## src/rtl/spi_flash_pkg.sv

```systemverilog
// spi_flash_pkg: shared constants, state enum and command decode
// for the byte-parallel SPI flash emulator (spi_flash_slave).
// Optional build macro: SPI_FLASH_WEL_EN (write-enable latch, cmd 0x06).
package spi_flash_pkg;

    localparam int SPIBITWIDE_DEF = 8;

    localparam logic [7:0] CMD_READ  = 8'h01;
    localparam logic [7:0] CMD_WRITE = 8'h02;
    localparam logic [7:0] CMD_WREN  = 8'h06;

    typedef enum logic [2:0] {
        IDLE,
        CMD,
        ADDR,
        DATA,
        SKIP
    } state_t;

    // Commands that do not raise cmd_err.
    function automatic logic cmd_known(input logic [7:0] c);
`ifdef SPI_FLASH_WEL_EN
        return (c == CMD_READ) || (c == CMD_WRITE) || (c == CMD_WREN);
`else
        return (c == CMD_READ) || (c == CMD_WRITE);
`endif
    endfunction

endpackage

```

## src/rtl/spi_flash_mem.sv

```systemverilog
// spi_flash_mem: DEPTH x WIDTH byte array, one sync write, one sync read.
// Ports: clk, rst (clears read register only), we/waddr/wdata, re/raddr/rdata.
module spi_flash_mem #(
    parameter int DEPTH = 64,
    parameter int WIDTH = 8,
    parameter int AW    = 6
) (
    input  logic             clk,
    input  logic             rst,
    input  logic             we,
    input  logic [AW-1:0]    waddr,
    input  logic [WIDTH-1:0] wdata,
    input  logic             re,
    input  logic [AW-1:0]    raddr,
    output logic [WIDTH-1:0] rdata
);

    logic [WIDTH-1:0] mem [DEPTH];

    // Array contents survive reset on purpose.
    always_ff @(posedge clk) begin
        if (we) begin
            mem[waddr] <= wdata;
        end
    end

    // Read register holds its value between reads.
    always_ff @(posedge clk) begin
        if (rst) begin
            rdata <= '0;
        end else if (re) begin
            rdata <= mem[raddr];
        end
    end

endmodule

```

## src/rtl/spi_flash_slave.sv

```systemverilog
// spi_flash_slave: byte-parallel SPI flash emulator (read 0x01, write 0x02,
// 24-bit address, index wraps modulo MEM_DEPTH). Optional: SPI_FLASH_WEL_EN.
// Ports: p_clk, p_reset (sync, active high), s_clk, s_css (active low),
//        s_mosi, s_miso (registered read byte), frame_active, cmd_err.
module spi_flash_slave
    import spi_flash_pkg::*;
#(
    parameter int MEM_DEPTH  = 64,
    parameter int SPIBITWIDE = SPIBITWIDE_DEF
) (
    input  logic                  p_clk,
    input  logic                  p_reset,
    input  logic                  s_clk,
    input  logic                  s_css,
    input  logic [SPIBITWIDE-1:0] s_mosi,
    output logic [SPIBITWIDE-1:0] s_miso,
    output logic                  frame_active,
    output logic                  cmd_err
);

    localparam int AW = $clog2(MEM_DEPTH);

    state_t         state;
    state_t         state_nx;
    logic           s_clk_q;
    logic           rise;
    logic           xfer;
    logic [7:0]     mosi_b;
    logic           is_wr;
    logic [1:0]     abyte;
    logic [AW-1:0]  idx;
    logic           wel_ok;
    logic           mem_we;
    logic           mem_re;

    assign mosi_b = 8'(s_mosi);
    assign rise   = s_clk & ~s_clk_q;
    // Chip select high wins over a coincident s_clk rise.
    assign xfer   = rise & ~s_css;

    always_ff @(posedge p_clk) begin
        s_clk_q <= s_clk;
    end

    // State register.
    always_ff @(posedge p_clk) begin
        if (p_reset) begin
            state <= IDLE;
        end else begin
            state <= state_nx;
        end
    end

    // Next-state logic.
    always_comb begin
        state_nx = state;
        unique case (state)
            IDLE: begin
                if (!s_css) begin
                    state_nx = CMD;
                end
            end
            CMD: begin
                if (s_css) begin
                    state_nx = IDLE;
                end else if (xfer) begin
                    if (mosi_b == CMD_READ || mosi_b == CMD_WRITE) begin
                        state_nx = ADDR;
                    end else begin
                        state_nx = SKIP;
                    end
                end
            end
            ADDR: begin
                if (s_css) begin
                    state_nx = IDLE;
                end else if (xfer && abyte == 2'd2) begin
                    state_nx = DATA;
                end
            end
            DATA, SKIP: begin
                if (s_css) begin
                    state_nx = IDLE;
                end
            end
            default: state_nx = IDLE;
        endcase
    end

    // Output / strobe logic.
    always_comb begin
        frame_active = (state != IDLE);
        mem_we       = 1'b0;
        mem_re       = 1'b0;
        if (state == DATA && xfer) begin
            mem_we = is_wr & wel_ok;
            mem_re = ~is_wr;
        end
    end

    // Command flag, address byte counter, array index, error pulse.
    always_ff @(posedge p_clk) begin
        if (p_reset) begin
            is_wr   <= 1'b0;
            abyte   <= 2'd0;
            idx     <= '0;
            cmd_err <= 1'b0;
        end else begin
            cmd_err <= (state == CMD) && xfer && !cmd_known(mosi_b);
            unique case (state)
                IDLE: begin
                    is_wr <= 1'b0;
                    abyte <= 2'd0;
                end
                CMD: begin
                    if (xfer) begin
                        is_wr <= (mosi_b == CMD_WRITE);
                    end
                end
                ADDR: begin
                    // MEM_DEPTH <= 256, so only the low address byte
                    // contributes to the index; earlier bytes alias away.
                    if (xfer) begin
                        idx   <= mosi_b[AW-1:0];
                        abyte <= abyte + 2'd1;
                    end
                end
                DATA: begin
                    if (xfer) begin
                        idx <= idx + 1'b1;
                    end
                end
                SKIP: begin
                end
                default: begin
                end
            endcase
        end
    end

`ifdef SPI_FLASH_WEL_EN
    logic wel;

    // Any 0x02 frame consumes the latch when it ends.
    always_ff @(posedge p_clk) begin
        if (p_reset) begin
            wel <= 1'b0;
        end else if (state == CMD && xfer && mosi_b == CMD_WREN) begin
            wel <= 1'b1;
        end else if (state != IDLE && s_css && is_wr) begin
            wel <= 1'b0;
        end
    end

    assign wel_ok = wel;
`else
    assign wel_ok = 1'b1;
`endif

    spi_flash_mem #(
        .DEPTH (MEM_DEPTH),
        .WIDTH (SPIBITWIDE),
        .AW    (AW)
    ) u_mem (
        .clk   (p_clk),
        .rst   (p_reset),
        .we    (mem_we),
        .waddr (idx),
        .wdata (s_mosi),
        .re    (mem_re),
        .raddr (idx),
        .rdata (s_miso)
    );

endmodule

```

## config.mk

```make
export PLATFORM = sky130hd
export DESIGN_NAME = spi_flash_slave
export DESIGN_NICKNAME = d
export VERILOG_FILES = /design/src/rtl/spi_flash_pkg.sv /design/src/rtl/spi_flash_mem.sv /design/src/rtl/spi_flash_slave.sv
export SDC_FILE = /design/constraint.sdc
export NUM_CORES = 1
export LEC_CHECK = 0
export CAP_MARGIN = 20
export CELL_PAD_IN_SITES_DETAIL_PLACEMENT = 0
export CELL_PAD_IN_SITES_GLOBAL_PLACEMENT = 1
export CORE_ASPECT_RATIO = 0.8
export CORE_MARGIN = 2
export CORE_UTILIZATION = 40
export CTS_CLUSTER_DIAMETER = 60
export CTS_CLUSTER_SIZE = 28
export DETAILED_ROUTE_END_ITERATION = 8
export PLACE_DENSITY = 0.59
export SYNTH_ARGS = -nofsm -noshare
export SYNTH_HDL_FRONTEND = slang
export SYNTH_SLANG_ARGS = --single-unit
```

## constraint.sdc

```tcl
create_clock -name p_clk -period 3.5 [get_ports p_clk]
set_input_delay 0.7 -clock p_clk [delete_from_list [all_inputs] [get_ports p_clk]]
set_output_delay 0.7 -clock p_clk [all_outputs]
set_load 0.02 [all_outputs]
```

==> results.md <==
- Status: completed
- Met2 Wirelength: 26.8 mm
- Std cell rows: 75
- Die area: 55,000 sq um
- Clock Skews: 0.0247 ns
- Most frequent cells in the layout: 512 x edfxtp_1, 139 x buf_4, 95 x nor2_1, 69 x mux2i_1, 63 x a22oi_1
- Detail Placement HPWL: 38.9 mm
- Critical Path RT: 3.98 ns
- P_leak: 7.50 nW
- Met3 wire len: 4.42 mm
- H-tree levels: 2
- Maximum clock path buffer count: 3
- TNS Setup: 0 ns
- Root buffer cell: clkbuf_16
- CTS Buf Count: 36
- Antenna Cells: 0
- Layout cells sized above 1: 0.234
- Fmax achieved: 341 MHz
- Register area share after synthesis: 0.744
- Initial antenna violation count: 2
- Initial DRC Count: 1,267
- Worst Hold Class: reg2reg
- Crit path DAT: 3.41 ns
- All-Layer GR Usage: 0.224
- Nets@finish: 1,372
- Top cell type's share of synthesized area: 0.723
- Post-Place Worst Slack: 0.143 ns
- Async SR Flop Fraction: 0
- Distinct cells, synth: 67
- Syn Nets: 1,254
- Area Overhead vs Synth: 13.7%
- WS Path Type: reg2reg
- Fin crit share: 0.838
- Ports: 22
- Vias per std cell: 5.78
- Hold-fix buffers at CTS: 0
- Pwr/cell area: 487 nW/um^2
- Wire length per cell: 29.3 microns
- Tmin final: 2.93 ns
- Die height: 210 microns
- Startpoint types: flip-flop
- Highest metal used: met4
- Synth Instances: 1,240
- Total power: 11.8 mW
- Ys Warns: 0
- Clk sinks: 534
- Setup violators final: 0
- Antenna Nets Post-Route: 0
- Later-pin clock latency in the skew report: 0.59 ns
- Most common cell after layout, fill and taps aside: edfxtp_1
- Reg clk slew, reported paths: 0.09 ns
- Final WS setup: 0.568 ns
- CP endpoint kind: flip-flop
- Maximum resistive drop on vdd: 0.377 mV
- Die Width: 262 microns
- Slew HR: 0.318
- Unrepaired setup endpoints after global routing: no
- GP Congestion: 0.837
- Routed WL: 60.9 mm
- CTS tree: built
- FF+latch count, synth: 534
- Post-synth EDFFs: 512
- Vias after detailed routing: 12,000
- Final core utilization: 0.461
- Initial Utilization: 0.405
- Ys flop type: edfxtp_1
- Netlist Area Pre-Place: 21,300 sq um
- Met1 Routed Length: 28.4 mm
- WHS: 0.513 ns
- Slew Limit Fails: 0
- Crit Path Max Fanout: 40
- Vias in the first global route: 11,800
- Mean Syn Cell Area: 17.1 sq um
- Core area: 52,500 sq um
- Final hold vios: 0
- Drt pass-1 iters: 5
- Setup Buffers After CTS: 0
- Drc violations: 0
- First-pass GRT wire length: 86.9 mm
- Pin count of the biggest net entering global routing: 66
- # resized after CTS: 0
- I/O Buffers: 21
- Congestion Overflow GR: 0
- Worst Max-Slew Pin Slew: 1.01 ns
- Total of max-cap violations: 0
- Largest cells by area after synthesis: edfxtp_1 72%, mux2i_1 3.2%, mux4_2 3.1%
- Post-synth top area cell: edfxtp_1
==> Yosys cell counts (4+ instances only) <==
| master | n |
|---|---|
| buf_6 | 12 |
| o22ai_1 | 20 |
| mux2i_1 | 69 |
| a21oi_1 | 29 |
| clkbuf_1 | 18 |
| edfxtp_1 | 512 |
| o21ai_0 | 26 |
| nand2b_1 | 5 |
| a22oi_1 | 63 |
| nor3_1 | 5 |
| dfxtp_1 | 22 |
| nand2_1 | 32 |
| a22o_1 | 7 |
| a221oi_2 | 4 |
| o21bai_1 | 4 |
| a211oi_1 | 5 |
| a31oi_1 | 12 |
| buf_4 | 14 |
| inv_1 | 4 |
| nor2b_1 | 8 |
| nor4_1 | 5 |
| nor2_1 | 96 |
| and3_1 | 4 |
| mux4_2 | 29 |
| buf_2 | 38 |
| mux2_2 | 57 |
| nand3_1 | 16 |
| nand4_1 | 4 |
| a221oi_1 | 52 |
==> where the power goes <==
part | total, mW | leakage (nW) | internal [mW] | switching [mW]
logic | 0.154 | 2.10 | 0.0215 | 0.132
clock network | 4.63 | 0.614 | 2.13 | 2.50
registers | 6.98 | 4.78 | 6.98 | 0.00246
total | 11.8 | 7.50 | 9.13 | 2.64
==> critical path, cell delays in order, from the launching register on <==
cell,delay [ns]
dfxtp_4,0.83
buf_4,0.34
mux2_1,0.35
a22oi_1,0.15
nor2_1,0.06
a311oi_1,0.31
buf_4,0.18
o2111ai_1,0.21
o31a_1,0.36
==> metal layers <==
metal / track usage / up-vias
met5: 0 / -
met4: 0.0500 / 0
met3: 0.0461 / 69
met2: 0.330 / 396
met1: 0.342 / 6290
li1: - / 5270
==> worst paths after layout <==
check,to,depth (start not counted),slack [ns],from
hold reg to reg,abyte[0],2,0.51,abyte[0]
hold / removal,abyte[0],2,0.51,abyte[0]
setup / recovery,u_mem.rdata[6],8,0.57,idx[2]
setup reg to reg,u_mem.rdata[6],8,0.57,idx[2]
==> registers in the layout, indices dropped and copies added (netlist names) <==
register,count
abyte,2
cmd_err,1
idx,6
is_wr,1
s_clk_q,1
state,3
u_mem.mem,512
u_mem.rdata,8
==> logic make-up after synthesis <==
group / count (synthesis) / share of synthesized area
buffers and inverters: 89 / 0.0260
flip-flops: 534 / 0.744
adder cells (fa/ha/maj): 2 / 0.00118
multiplexers: 159 / 0.0957
AO/OA/AOI/OAI: 255 / 0.0882
AND/OR/NAND/NOR: 201 / 0.0447
==> stage by stage <==
| step | cells | area, sq um |
|---|---|---|
| 4_1_cts | 2079 | 24200 |
| 3_5_place_dp | 2013 | 22900 |
| 3_3_place_gp | 2013 | 22900 |
| 2_1_floorplan | 1240 | 21300 |
| 6_report | 2079 | 24200 |
| 5_1_grt | 2079 | 24200 |
==> final cells by class <==
class                   count  area [sq um]
fillers                  4524         28300
flip-flops and latches    534         15800
multi-input cells         617          4890
repair buffers            164          1290
clock buffers              38           930
well taps                 693           867
clock inverters            28           333
inverters                   5          18.8
(Power assumes the default switching activity.)
